==> config.mk <==
export PLATFORM = sky130hd
export DESIGN_NAME = id_ex_stage_flat
export DESIGN_NICKNAME = d
export VERILOG_FILES = /design/src/rtl/core_pkg.sv /design/src/rtl/id_ex_stage_if.sv /design/src/rtl/ex_fwd_unit.sv /design/src/rtl/id_ex_stage.sv /design/src/flat_wrapper.sv
export SDC_FILE = /design/constraint.sdc
export NUM_CORES = 1
export LEC_CHECK = 0
export CORE_MARGIN = 8
export CORE_UTILIZATION = 46
export DETAILED_ROUTE_END_ITERATION = 10
export PLACE_DENSITY = 0.88
export RECOVER_POWER = 50
export SYNTH_ARGS = -nofsm -noshare
export SYNTH_HDL_FRONTEND = slang
export SYNTH_SLANG_ARGS = --single-unit
==> constraint.sdc <==
create_clock -name clk -period 4.6 [get_ports clk]
set_input_delay 1.15 -clock clk [delete_from_list [all_inputs] [get_ports clk]]
set_output_delay 1.15 -clock clk [all_outputs]
set_load 0.05 [all_outputs]
==> src/rtl/core_pkg.sv <==
// Shared RV32 core definitions: datapath widths, ALU operand-mux encodings
// and the control bundle that an ID/EX bubble clears.
package core_pkg;

  localparam int XLEN       = 32;
  localparam int ALU_OP_W   = 5;
  localparam int ALU_MODE_W = 2;
  localparam int REG_ADDR_W = 5;

  typedef enum logic [ALU_MODE_W-1:0] {
    MODE_RS1_RS2 = 2'd0,
    MODE_RS1_IMM = 2'd1,
    MODE_PC_IMM  = 2'd2,
    MODE_PC_RS2  = 2'd3
  } alu_mode_e;

  typedef struct packed {
    logic reg_write;
    logic mem_read;
    logic mem_write;
  } ex_ctrl_t;

  localparam ex_ctrl_t NOP_CTRL = '{reg_write: 1'b0, mem_read: 1'b0, mem_write: 1'b0};

  // x0 is hardwired to zero, so a write to it never produces a dependency.
  function automatic logic rd_match(input logic [REG_ADDR_W-1:0] rd,
                                    input logic [REG_ADDR_W-1:0] rs);
    return (rd != '0) && (rd == rs);
  endfunction

endpackage

==> src/rtl/id_ex_stage_if.sv <==
// Decode-to-EX bundle: decode slot, pipeline controls, bypass sources and EX slot.
interface id_ex_stage_if import core_pkg::*; #(
  parameter int XLEN = 32
);

  logic                  stall_in;
  logic                  flush_in;
  logic                  id_valid_in;
  logic [XLEN-1:0]       pc_id_in;
  logic [XLEN-1:0]       rs1_data_in;
  logic [XLEN-1:0]       rs2_data_in;
  logic [XLEN-1:0]       imm_data_in;
  logic [REG_ADDR_W-1:0] rs1_addr_in;
  logic [REG_ADDR_W-1:0] rs2_addr_in;
  logic [REG_ADDR_W-1:0] rd_addr_in;
  logic [ALU_MODE_W-1:0] alu_mode_select_in;
  logic [ALU_OP_W-1:0]   alu_op_in;
  logic                  reg_write_in;
  logic                  mem_read_in;
  logic                  mem_write_in;
  logic [2:0]            funct3_in;

  logic                  exmem_reg_write_in;
  logic [REG_ADDR_W-1:0] exmem_rd_addr_in;
  logic [XLEN-1:0]       exmem_result_in;
  logic                  memwb_reg_write_in;
  logic [REG_ADDR_W-1:0] memwb_rd_addr_in;
  logic [XLEN-1:0]       memwb_result_in;

  logic                  ex_valid_out;
  logic [XLEN-1:0]       pc_ex_out;
  logic [XLEN-1:0]       imm_data_out;
  logic [XLEN-1:0]       reg_1_out;
  logic [XLEN-1:0]       reg_2_out;
  logic [REG_ADDR_W-1:0] rs1_addr_out;
  logic [REG_ADDR_W-1:0] rs2_addr_out;
  logic [REG_ADDR_W-1:0] rd_addr_out;
  logic [ALU_MODE_W-1:0] alu_mode_select_out;
  logic [ALU_OP_W-1:0]   alu_op_out;
  logic [2:0]            funct3_out;
  logic                  reg_write_out;
  logic                  mem_read_out;
  logic                  mem_write_out;
  logic                  load_use_stall_out;

  modport master (
    output stall_in, flush_in, id_valid_in, pc_id_in, rs1_data_in, rs2_data_in,
           imm_data_in, rs1_addr_in, rs2_addr_in, rd_addr_in, alu_mode_select_in,
           alu_op_in, reg_write_in, mem_read_in, mem_write_in, funct3_in,
           exmem_reg_write_in, exmem_rd_addr_in, exmem_result_in,
           memwb_reg_write_in, memwb_rd_addr_in, memwb_result_in,
    input  ex_valid_out, pc_ex_out, imm_data_out, reg_1_out, reg_2_out,
           rs1_addr_out, rs2_addr_out, rd_addr_out, alu_mode_select_out,
           alu_op_out, funct3_out, reg_write_out, mem_read_out, mem_write_out,
           load_use_stall_out
  );

  modport slave (
    input  stall_in, flush_in, id_valid_in, pc_id_in, rs1_data_in, rs2_data_in,
           imm_data_in, rs1_addr_in, rs2_addr_in, rd_addr_in, alu_mode_select_in,
           alu_op_in, reg_write_in, mem_read_in, mem_write_in, funct3_in,
           exmem_reg_write_in, exmem_rd_addr_in, exmem_result_in,
           memwb_reg_write_in, memwb_rd_addr_in, memwb_result_in,
    output ex_valid_out, pc_ex_out, imm_data_out, reg_1_out, reg_2_out,
           rs1_addr_out, rs2_addr_out, rd_addr_out, alu_mode_select_out,
           alu_op_out, funct3_out, reg_write_out, mem_read_out, mem_write_out,
           load_use_stall_out
  );

endinterface

==> src/rtl/ex_fwd_unit.sv <==
// Operand bypass mux for one EX source register; EX/MEM beats MEM/WB, x0 never bypassed.
module ex_fwd_unit import core_pkg::*; #(
  parameter int XLEN       = 32,
  parameter bit ENABLE_FWD = 1'b1
) (
  input  logic [REG_ADDR_W-1:0] rs_addr,
  input  logic [XLEN-1:0]       rs_data,
  input  logic                  exmem_reg_write,
  input  logic [REG_ADDR_W-1:0] exmem_rd_addr,
  input  logic [XLEN-1:0]       exmem_result,
  input  logic                  memwb_reg_write,
  input  logic [REG_ADDR_W-1:0] memwb_rd_addr,
  input  logic [XLEN-1:0]       memwb_result,
  output logic [XLEN-1:0]       fwd_data
);

  always_comb begin
    fwd_data = rs_data;
    if (ENABLE_FWD) begin
      if (exmem_reg_write && rd_match(exmem_rd_addr, rs_addr)) begin
        fwd_data = exmem_result;
      end else if (memwb_reg_write && rd_match(memwb_rd_addr, rs_addr)) begin
        fwd_data = memwb_result;
      end
    end
  end

endmodule

==> src/rtl/id_ex_stage.sv <==
// ID/EX pipeline register: captures decode, bypasses EX/MEM and MEM/WB results,
// inserts load-use bubbles and honours downstream stall and redirect flush.
module id_ex_stage import core_pkg::*; #(
  parameter int XLEN       = 32,
  parameter bit ENABLE_FWD = 1'b1
) (
  input logic           clk,
  input logic           rst_n,
  id_ex_stage_if.slave  bus
);

  typedef struct packed {
    logic                  valid;
    logic [XLEN-1:0]       pc;
    logic [XLEN-1:0]       imm;
    logic [XLEN-1:0]       rs1_data;
    logic [XLEN-1:0]       rs2_data;
    logic [REG_ADDR_W-1:0] rs1_addr;
    logic [REG_ADDR_W-1:0] rs2_addr;
    logic [REG_ADDR_W-1:0] rd_addr;
    alu_mode_e             alu_mode;
    logic [ALU_OP_W-1:0]   alu_op;
    logic [2:0]            funct3;
    ex_ctrl_t              ctrl;
  } ex_slot_t;

  ex_slot_t        slot_d, slot_q;
  logic [XLEN-1:0] reg_1_fwd, reg_2_fwd;
  logic            load_use;

  // A redirect kills the decode instruction anyway, so it cannot create a hazard.
  always_comb begin
    load_use = slot_q.valid && slot_q.ctrl.mem_read && bus.id_valid_in && !bus.flush_in &&
               (rd_match(slot_q.rd_addr, bus.rs1_addr_in) ||
                rd_match(slot_q.rd_addr, bus.rs2_addr_in));
  end

  ex_fwd_unit #(.XLEN(XLEN), .ENABLE_FWD(ENABLE_FWD)) u_fwd_rs1 (
    .rs_addr         (slot_q.rs1_addr),
    .rs_data         (slot_q.rs1_data),
    .exmem_reg_write (bus.exmem_reg_write_in),
    .exmem_rd_addr   (bus.exmem_rd_addr_in),
    .exmem_result    (bus.exmem_result_in),
    .memwb_reg_write (bus.memwb_reg_write_in),
    .memwb_rd_addr   (bus.memwb_rd_addr_in),
    .memwb_result    (bus.memwb_result_in),
    .fwd_data        (reg_1_fwd)
  );

  ex_fwd_unit #(.XLEN(XLEN), .ENABLE_FWD(ENABLE_FWD)) u_fwd_rs2 (
    .rs_addr         (slot_q.rs2_addr),
    .rs_data         (slot_q.rs2_data),
    .exmem_reg_write (bus.exmem_reg_write_in),
    .exmem_rd_addr   (bus.exmem_rd_addr_in),
    .exmem_result    (bus.exmem_result_in),
    .memwb_reg_write (bus.memwb_reg_write_in),
    .memwb_rd_addr   (bus.memwb_rd_addr_in),
    .memwb_result    (bus.memwb_result_in),
    .fwd_data        (reg_2_fwd)
  );

  always_comb begin
    slot_d = slot_q;
    if (bus.flush_in) begin
      slot_d      = '0;
      slot_d.ctrl = NOP_CTRL;
    end else if (bus.stall_in) begin
      // Re-latch bypassed operands so a writeback retiring mid-stall survives.
      slot_d.rs1_data = reg_1_fwd;
      slot_d.rs2_data = reg_2_fwd;
    end else if (load_use) begin
      slot_d      = '0;
      slot_d.ctrl = NOP_CTRL;
    end else begin
      slot_d.valid          = bus.id_valid_in;
      slot_d.pc             = bus.pc_id_in;
      slot_d.imm            = bus.imm_data_in;
      slot_d.rs1_data       = bus.rs1_data_in;
      slot_d.rs2_data       = bus.rs2_data_in;
      slot_d.rs1_addr       = bus.rs1_addr_in;
      slot_d.rs2_addr       = bus.rs2_addr_in;
      slot_d.rd_addr        = bus.rd_addr_in;
      slot_d.alu_mode       = alu_mode_e'(bus.alu_mode_select_in);
      slot_d.alu_op         = bus.alu_op_in;
      slot_d.funct3         = bus.funct3_in;
      slot_d.ctrl.reg_write = bus.reg_write_in && bus.id_valid_in;
      slot_d.ctrl.mem_read  = bus.mem_read_in  && bus.id_valid_in;
      slot_d.ctrl.mem_write = bus.mem_write_in && bus.id_valid_in;
    end
  end

  always_ff @(posedge clk or negedge rst_n) begin
    if (!rst_n) begin
      slot_q <= '0;
    end else begin
      slot_q <= slot_d;
    end
  end

  assign bus.ex_valid_out        = slot_q.valid;
  assign bus.pc_ex_out           = slot_q.pc;
  assign bus.imm_data_out        = slot_q.imm;
  assign bus.reg_1_out           = reg_1_fwd;
  assign bus.reg_2_out           = reg_2_fwd;
  assign bus.rs1_addr_out        = slot_q.rs1_addr;
  assign bus.rs2_addr_out        = slot_q.rs2_addr;
  assign bus.rd_addr_out         = slot_q.rd_addr;
  assign bus.alu_mode_select_out = slot_q.alu_mode;
  assign bus.alu_op_out          = slot_q.alu_op;
  assign bus.funct3_out          = slot_q.funct3;
  assign bus.reg_write_out       = slot_q.ctrl.reg_write && slot_q.valid;
  assign bus.mem_read_out        = slot_q.ctrl.mem_read  && slot_q.valid;
  assign bus.mem_write_out       = slot_q.ctrl.mem_write && slot_q.valid;
  assign bus.load_use_stall_out  = load_use;

endmodule

==> src/flat_wrapper.sv <==
// flat-port wrapper written by rule: the top's interface ports become plain ports
module id_ex_stage_flat import core_pkg::*;
#(
  parameter int XLEN       = 32,
  parameter bit ENABLE_FWD = 1'b1
)
  (clk, rst_n, bus_stall_in, bus_flush_in, bus_id_valid_in, bus_pc_id_in, bus_rs1_data_in, bus_rs2_data_in, bus_imm_data_in, bus_rs1_addr_in, bus_rs2_addr_in, bus_rd_addr_in, bus_alu_mode_select_in, bus_alu_op_in, bus_reg_write_in, bus_mem_read_in, bus_mem_write_in, bus_funct3_in, bus_exmem_reg_write_in, bus_exmem_rd_addr_in, bus_exmem_result_in, bus_memwb_reg_write_in, bus_memwb_rd_addr_in, bus_memwb_result_in, bus_ex_valid_out, bus_pc_ex_out, bus_imm_data_out, bus_reg_1_out, bus_reg_2_out, bus_rs1_addr_out, bus_rs2_addr_out, bus_rd_addr_out, bus_alu_mode_select_out, bus_alu_op_out, bus_funct3_out, bus_reg_write_out, bus_mem_read_out, bus_mem_write_out, bus_load_use_stall_out);
  id_ex_stage_if #(.XLEN(XLEN)) bus_i ();
  input logic clk;
  input logic rst_n;
  input wire logic [$bits(bus_i.stall_in)-1:0] bus_stall_in;
  input wire logic [$bits(bus_i.flush_in)-1:0] bus_flush_in;
  input wire logic [$bits(bus_i.id_valid_in)-1:0] bus_id_valid_in;
  input wire logic [$bits(bus_i.pc_id_in)-1:0] bus_pc_id_in;
  input wire logic [$bits(bus_i.rs1_data_in)-1:0] bus_rs1_data_in;
  input wire logic [$bits(bus_i.rs2_data_in)-1:0] bus_rs2_data_in;
  input wire logic [$bits(bus_i.imm_data_in)-1:0] bus_imm_data_in;
  input wire logic [$bits(bus_i.rs1_addr_in)-1:0] bus_rs1_addr_in;
  input wire logic [$bits(bus_i.rs2_addr_in)-1:0] bus_rs2_addr_in;
  input wire logic [$bits(bus_i.rd_addr_in)-1:0] bus_rd_addr_in;
  input wire logic [$bits(bus_i.alu_mode_select_in)-1:0] bus_alu_mode_select_in;
  input wire logic [$bits(bus_i.alu_op_in)-1:0] bus_alu_op_in;
  input wire logic [$bits(bus_i.reg_write_in)-1:0] bus_reg_write_in;
  input wire logic [$bits(bus_i.mem_read_in)-1:0] bus_mem_read_in;
  input wire logic [$bits(bus_i.mem_write_in)-1:0] bus_mem_write_in;
  input wire logic [$bits(bus_i.funct3_in)-1:0] bus_funct3_in;
  input wire logic [$bits(bus_i.exmem_reg_write_in)-1:0] bus_exmem_reg_write_in;
  input wire logic [$bits(bus_i.exmem_rd_addr_in)-1:0] bus_exmem_rd_addr_in;
  input wire logic [$bits(bus_i.exmem_result_in)-1:0] bus_exmem_result_in;
  input wire logic [$bits(bus_i.memwb_reg_write_in)-1:0] bus_memwb_reg_write_in;
  input wire logic [$bits(bus_i.memwb_rd_addr_in)-1:0] bus_memwb_rd_addr_in;
  input wire logic [$bits(bus_i.memwb_result_in)-1:0] bus_memwb_result_in;
  output wire logic [$bits(bus_i.ex_valid_out)-1:0] bus_ex_valid_out;
  output wire logic [$bits(bus_i.pc_ex_out)-1:0] bus_pc_ex_out;
  output wire logic [$bits(bus_i.imm_data_out)-1:0] bus_imm_data_out;
  output wire logic [$bits(bus_i.reg_1_out)-1:0] bus_reg_1_out;
  output wire logic [$bits(bus_i.reg_2_out)-1:0] bus_reg_2_out;
  output wire logic [$bits(bus_i.rs1_addr_out)-1:0] bus_rs1_addr_out;
  output wire logic [$bits(bus_i.rs2_addr_out)-1:0] bus_rs2_addr_out;
  output wire logic [$bits(bus_i.rd_addr_out)-1:0] bus_rd_addr_out;
  output wire logic [$bits(bus_i.alu_mode_select_out)-1:0] bus_alu_mode_select_out;
  output wire logic [$bits(bus_i.alu_op_out)-1:0] bus_alu_op_out;
  output wire logic [$bits(bus_i.funct3_out)-1:0] bus_funct3_out;
  output wire logic [$bits(bus_i.reg_write_out)-1:0] bus_reg_write_out;
  output wire logic [$bits(bus_i.mem_read_out)-1:0] bus_mem_read_out;
  output wire logic [$bits(bus_i.mem_write_out)-1:0] bus_mem_write_out;
  output wire logic [$bits(bus_i.load_use_stall_out)-1:0] bus_load_use_stall_out;
  assign bus_i.stall_in = bus_stall_in;
  assign bus_i.flush_in = bus_flush_in;
  assign bus_i.id_valid_in = bus_id_valid_in;
  assign bus_i.pc_id_in = bus_pc_id_in;
  assign bus_i.rs1_data_in = bus_rs1_data_in;
  assign bus_i.rs2_data_in = bus_rs2_data_in;
  assign bus_i.imm_data_in = bus_imm_data_in;
  assign bus_i.rs1_addr_in = bus_rs1_addr_in;
  assign bus_i.rs2_addr_in = bus_rs2_addr_in;
  assign bus_i.rd_addr_in = bus_rd_addr_in;
  assign bus_i.alu_mode_select_in = bus_alu_mode_select_in;
  assign bus_i.alu_op_in = bus_alu_op_in;
  assign bus_i.reg_write_in = bus_reg_write_in;
  assign bus_i.mem_read_in = bus_mem_read_in;
  assign bus_i.mem_write_in = bus_mem_write_in;
  assign bus_i.funct3_in = bus_funct3_in;
  assign bus_i.exmem_reg_write_in = bus_exmem_reg_write_in;
  assign bus_i.exmem_rd_addr_in = bus_exmem_rd_addr_in;
  assign bus_i.exmem_result_in = bus_exmem_result_in;
  assign bus_i.memwb_reg_write_in = bus_memwb_reg_write_in;
  assign bus_i.memwb_rd_addr_in = bus_memwb_rd_addr_in;
  assign bus_i.memwb_result_in = bus_memwb_result_in;
  assign bus_ex_valid_out = bus_i.ex_valid_out;
  assign bus_pc_ex_out = bus_i.pc_ex_out;
  assign bus_imm_data_out = bus_i.imm_data_out;
  assign bus_reg_1_out = bus_i.reg_1_out;
  assign bus_reg_2_out = bus_i.reg_2_out;
  assign bus_rs1_addr_out = bus_i.rs1_addr_out;
  assign bus_rs2_addr_out = bus_i.rs2_addr_out;
  assign bus_rd_addr_out = bus_i.rd_addr_out;
  assign bus_alu_mode_select_out = bus_i.alu_mode_select_out;
  assign bus_alu_op_out = bus_i.alu_op_out;
  assign bus_funct3_out = bus_i.funct3_out;
  assign bus_reg_write_out = bus_i.reg_write_out;
  assign bus_mem_read_out = bus_i.mem_read_out;
  assign bus_mem_write_out = bus_i.mem_write_out;
  assign bus_load_use_stall_out = bus_i.load_use_stall_out;
  id_ex_stage #(.XLEN(XLEN), .ENABLE_FWD(ENABLE_FWD)) u_core (.clk(clk), .rst_n(rst_n), .bus(bus_i));
endmodule
======== Word level (Yosys, flattened, before mapping) ========
Cells that the tools add are included.
word-level totals
  register bits after elaboration ......... 157
  logic and storage cells ................. 54
  bits of input ports ..................... 237
  output and inout port bits .............. 158
operators by class
  reduce and logical (&&, ||, !) cells .... 24
  equal/unequal tests ..................... 7
  muxes and demuxes ....................... 9
operator list
  kind                                                             number
  157-bit 2-to-1 mux                                               2
  32-bit 2-to-1 mux                                                4
  65-bit 2-to-1 mux                                                1
  64-bit 2-to-1 mux                                                1
  5-bit equality test                                              6
  28-bit 2-to-1 mux                                                1
  1-bit logical AND                                                19
  5-bit nonzero test                                               3
  2-bit by 1-bit != test with 1-bit output, second input constant  1
  1-bit zero test                                                  1
  1-bit logical OR                                                 1

======== Logic depth before layout (Yosys ltp) ========
  depth in word-level cells ............... 7
  gate-level depth with buffers ........... 7

======== By module ========
Synthesis repeated with hierarchy kept, for this count alone.
second synthesis, totals
  cells, all modules ...................... 1026
  area, all modules ....................... 9517.9 sq um
modules (own cells, without submodules)
  module       area each (sq um)  instances  seq. area each (sq um)  cells an instance
  id_ex_stage  7210.7             1          3928.8                  656
  ex_fwd_unit  1153.6             2          0.0                     185

======== Least setup slack after synthesis ========
Ideal clock, no wire load.
  path type ............................... input-to-output
  start ................................... input port bus_memwb_rd_addr_in[1]
  end ..................................... output port bus_reg_1_out[10]
  required time ........................... 3450 ps
  stages .................................. 5
  setup slack ............................. 200 ps
  data arrival time ....................... 3250 ps
  cell sequence ........................... or4_4 o21ai_2 buf_6 o31ai_1 a31oi_1
on the way
  word-level cells in the longest chain between the ends .. 5
  elaborated cells on any way between the ends .. 6
  classes of those cells .................. 1 x eq/ne; 2 x mux; 3 x reduce/logical
ends and longest elaborated chain
  what                                                              RTL line            RTL
  start: declaration                                                flat_wrapper.sv:31  input wire logic [$bits(bus_i.memwb_rd_addr_in)-1:0] bus_memwb_rd_addr_in;
  5-bit equality test / 5-bit nonzero test (equally long branches)  core_pkg.sv:28      return (rd != '0) && (rd == rs);
  1-bit logical AND (*)                                             core_pkg.sv:28
  1-bit logical AND (*)                                             ex_fwd_unit.sv:22   end else if (memwb_reg_write && rd_match(memwb_rd_addr, rs_addr)) begin
  32-bit 2-to-1 mux (*)                                             ex_fwd_unit.sv:22
  32-bit 2-to-1 mux (*)                                             ex_fwd_unit.sv:20   if (exmem_reg_write && rd_match(exmem_rd_addr, rs_addr)) begin
  end: declaration                                                  flat_wrapper.sv:36  output wire logic [$bits(bus_i.reg_1_out)-1:0] bus_reg_1_out;
Every way passes the cells marked *; elsewhere a longest branch is shown, timed or not.

======== Worst setup path after layout ========
  start ................................... input port bus_memwb_rd_addr_in[1]
  end ..................................... output port bus_reg_2_out[16]
on the way
  word-level cells in the longest chain between the ends .. 5
  elaborated cells on any way between the ends .. 6
  classes of those cells .................. 1 x eq/ne; 2 x mux; 3 x reduce/logical
ends and longest elaborated chain
  what                                                              RTL line            RTL
  5-bit equality test / 5-bit nonzero test (equally long branches)  core_pkg.sv:28
  1-bit logical AND (*)                                             core_pkg.sv:28
  1-bit logical AND (*)                                             ex_fwd_unit.sv:22
  32-bit 2-to-1 mux (*)                                             ex_fwd_unit.sv:22
  32-bit 2-to-1 mux (*)                                             ex_fwd_unit.sv:20
  end: declaration                                                  flat_wrapper.sv:37  output wire logic [$bits(bus_i.reg_2_out)-1:0] bus_reg_2_out;
Marks and branches as above.

==> impl_metrics.py <==
metrics = {
    "global_routing": {
        "overflow": 0,
        "antenna_found_initial": 2,
        "grt_pass1_wl_um": 52100,
        "grt_start_max_net_pins": 158,
        "first_global_vias": 8790,
        "grt_use_total": 0.284,
    },
    "yosys": {
        "yosysTopAreaCell": "dfrtp_1",
        "syn_avg_cell_area_um2": 10.6,
        "synth-seq-cells": 157,
        "yosysWarnings": 0,
        "yosysUniqueCellTypes": 30,
        "synth_top_area_share": 0.455,
        "synth_cells": 816,
        "async_flop_share": 1.00,
        "synth_area_um2": 8630,
        "syn_nets": 1053,
        "yosysMostFrequentCell": "dfrtp_1",
        "synth_seq_area_share": 0.455,
        "synth_top_cells_by_area": "dfrtp_1 (46%), a22o_1 (16%), buf_4 (9.0%), o31ai_1 (5.6%), nand4_1 (4.8%)",
        "synthFlopType": "dfrtp_1",
        "netlist_top_cells_count": "dfrtp_1 (157), a22o_1 (154), buf_4 (103), nand4_1 (66), nor3_1 (66)",
        "synth-edff-count": 0,
    },
    "cells_and_area": {
        "stdcell_count": 1328,
        "syn_to_final_growth_pct": 51.8,
        "layout-drive-gt1-share": 0.148,
        "nets": 1317,
    },
    "floorplan": {
        "io_pins": 395,
        "fp.dieW_um": 153,
        "start_util": 0.464,
        "die_h_um": 153,
        "core_area_um2": 18600,
        "die-area_um2": 23400,
        "rows": 50,
    },
    "sta": {
        "finalHoldViolCount": 0,
        "relSlewSlack": -0.487,
        "whs_ns": 0.492,
        "setup_violations": 0,
        "slew_violations": 245,
        "rsz0062_at_grt": "no",
        "fin_crit_ns": 4.54,
        "tightest_slew_ns": 2.23,
        "period_share": 0.988,
        "max_clock_freq_mhz": 220,
        "skew_ns": 0.0126,
        "setup_tns_ns": 0,
    },
    "outcome": {
        "outcome": "complete, but fails checks",
        "failed_checks": "capacitance limit, slew limit",
    },
    "power": {
        "power_density_nw_per_um2": 325,
        "leakage_nw": 5.46,
        "design_power_total_mw": 4.26,
        "ir_worst_vdd_v": 0.000247,
    },
    "setup_path": {
        "end_kind": "output port",
        "r2r_start": "u_core.bus.rd_addr_out[2]",
        "worstPathArrival_ns": 3.39,
        "worstSetupStartpoint": "bus_memwb_rd_addr_in[1]",
        "worstPathMaxFanout": 34,
        "cp.required_ns": 3.45,
        "worst-setup-path-type": "input pin to output port",
        "start_kind": "input pin",
    },
    "clock_tree": {
        "clock-root-buffer": "clkbuf_16",
        "cts_inserted_buffers": 17,
        "cts_tree": "yes",
        "h-tree-depth": 4,
        "cts_hold_buffers": 0,
        "clk_path_buf_depth": 2,
        "cts.sinks": 157,
        "worstSkewPairLatency_ns": 0.43,
        "path_clk_slew_ns": 0.07,
    },
    "placement": {
        "io_buffers": 394,
        "hpwl_um": 24300,
        "dpl.cell_count": 1295,
        "place_congestion": 0.874,
    },
    "route": {
        "antenna_left": 0,
        "drt_first_pass_iters": 5,
        "drt_iter0_drc": 826,
        "wl_per_cell_um": 25.9,
        "routed_wl_um": 34400,
        "num_vias": 8509,
        "drc": 0,
        "avgViaCountPerCell": 6.41,
    },
    "run": {
        "drv_cap": 2,
    },
    "worst_hold_path": {
        "hold_path_class": "flip-flop to flip-flop",
        "hp-start": "u_core.bus.imm_data_out[2]",
    },
}
## metal layers
layer	up-vias	share of wire	track usage	wire length, um
met5	-	0.00049	0	17
met4	2	0.041	0.131	1420
met3	104	0.12	0.103	4230
met2	646	0.49	0.471	16800
met1	4123	0.35	0.322	12000
li1	3634	-	-	-
## final cells by class
class | count | area (um2)
clock buffers | 19 | 453
clock inverters | 13 | 141
fillers | 1311 | 5480
diodes | 1 | 2.50
well taps | 234 | 293
repair buffers | 429 | 4660
flip-flops and latches | 157 | 3930
multi-input cells | 475 | 3610
## state kept, by name (all words and copies together), names as in the netlist
| register | count |
|---|---|
| u_core.bus.rs1_addr_out | 5 |
| u_core.bus.ex_valid_out | 1 |
| u_core.slot_q | 67 |
| u_core.bus.rs2_addr_out | 5 |
| u_core.bus.imm_data_out | 32 |
| u_core.bus.pc_ex_out | 32 |
| u_core.bus.alu_mode_select_out | 2 |
| u_core.bus.funct3_out | 3 |
| u_core.bus.rd_addr_out | 5 |
| u_core.bus.alu_op_out | 5 |
## stage by stage
step | setup slack (ns) | util | cell area (um2)
final | 0.0561 | 0.705 | 13100
after global routing | 0.0102 | 0.705 | 13100
after CTS | 0.0329 | 0.704 | 13100
after detailed placement | 0.0510 | 0.672 | 12500
after global placement | 0.0880 | 0.672 | 12500
after floorplan | 0.200 | - | 8630
## logic make-up after synthesis
| kind of cell | after synthesis | synth area share |
|---|---|---|
| compound gates | 292 | 0.278 |
| xor+xnor | 30 | 0.0305 |
| buf+inv | 184 | 0.136 |
| flops | 157 | 0.455 |
| simple gates | 153 | 0.100 |
## power by group
group / internal (mW) / switching (mW)
clock network: 0.799 / 0.633
registers: 1.46 / 0.0481
logic: 0.543 / 0.776
total: 2.80 / 1.46
## critical path: stages
cell and delay (ns):
clkdlybuf4s50_1 0.47, or4_4 0.58, o21ai_4 0.17, buf_12 0.22, buf_12 0.15, o31ai_1 0.07
a31oi_1 0.35, buf_12 0.19
## path summary, 6_finish.rpt
check / to / slack, ns / cells past startpoint
max in group asynchronous: u_core.slot_q[51] / 1.91 / 1
min in group asynchronous: u_core.bus.imm_data_out[22] / 1.38 / 1
setup reg to reg: u_core.slot_q[29] / 1.21 / 5
hold reg to reg: u_core.bus.imm_data_out[2] / 0.49 / 1
setup / recovery: bus_reg_2_out[16] / 0.06 / 8
hold / removal: u_core.bus.imm_data_out[2] / 0.49 / 1
## cells in the final DEF, fill, tap and decap left out, types with 3 or more instances in the layout
master,count
a22o_1,154
a31oi_1,48
a31oi_2,16
a32o_1,3
and2_1,3
buf_12,50
buf_4,49
clkbuf_16,17
clkdlybuf4s50_1,253
dfrtp_1,157
dlygate4sd3_1,75
inv_6,7
inv_8,3
nand2_1,3
nand4_1,66
nor3_1,64
o31ai_1,64
xnor2_1,20
xor2_1,10
## timing repair
action	4_1_cts	5_1_grt
buffers inserted	0	0
setup endpoints to repair	0	5
hold endpoints to repair	0	0
resized for setup	0	5
(Power assumes the default switching activity.)
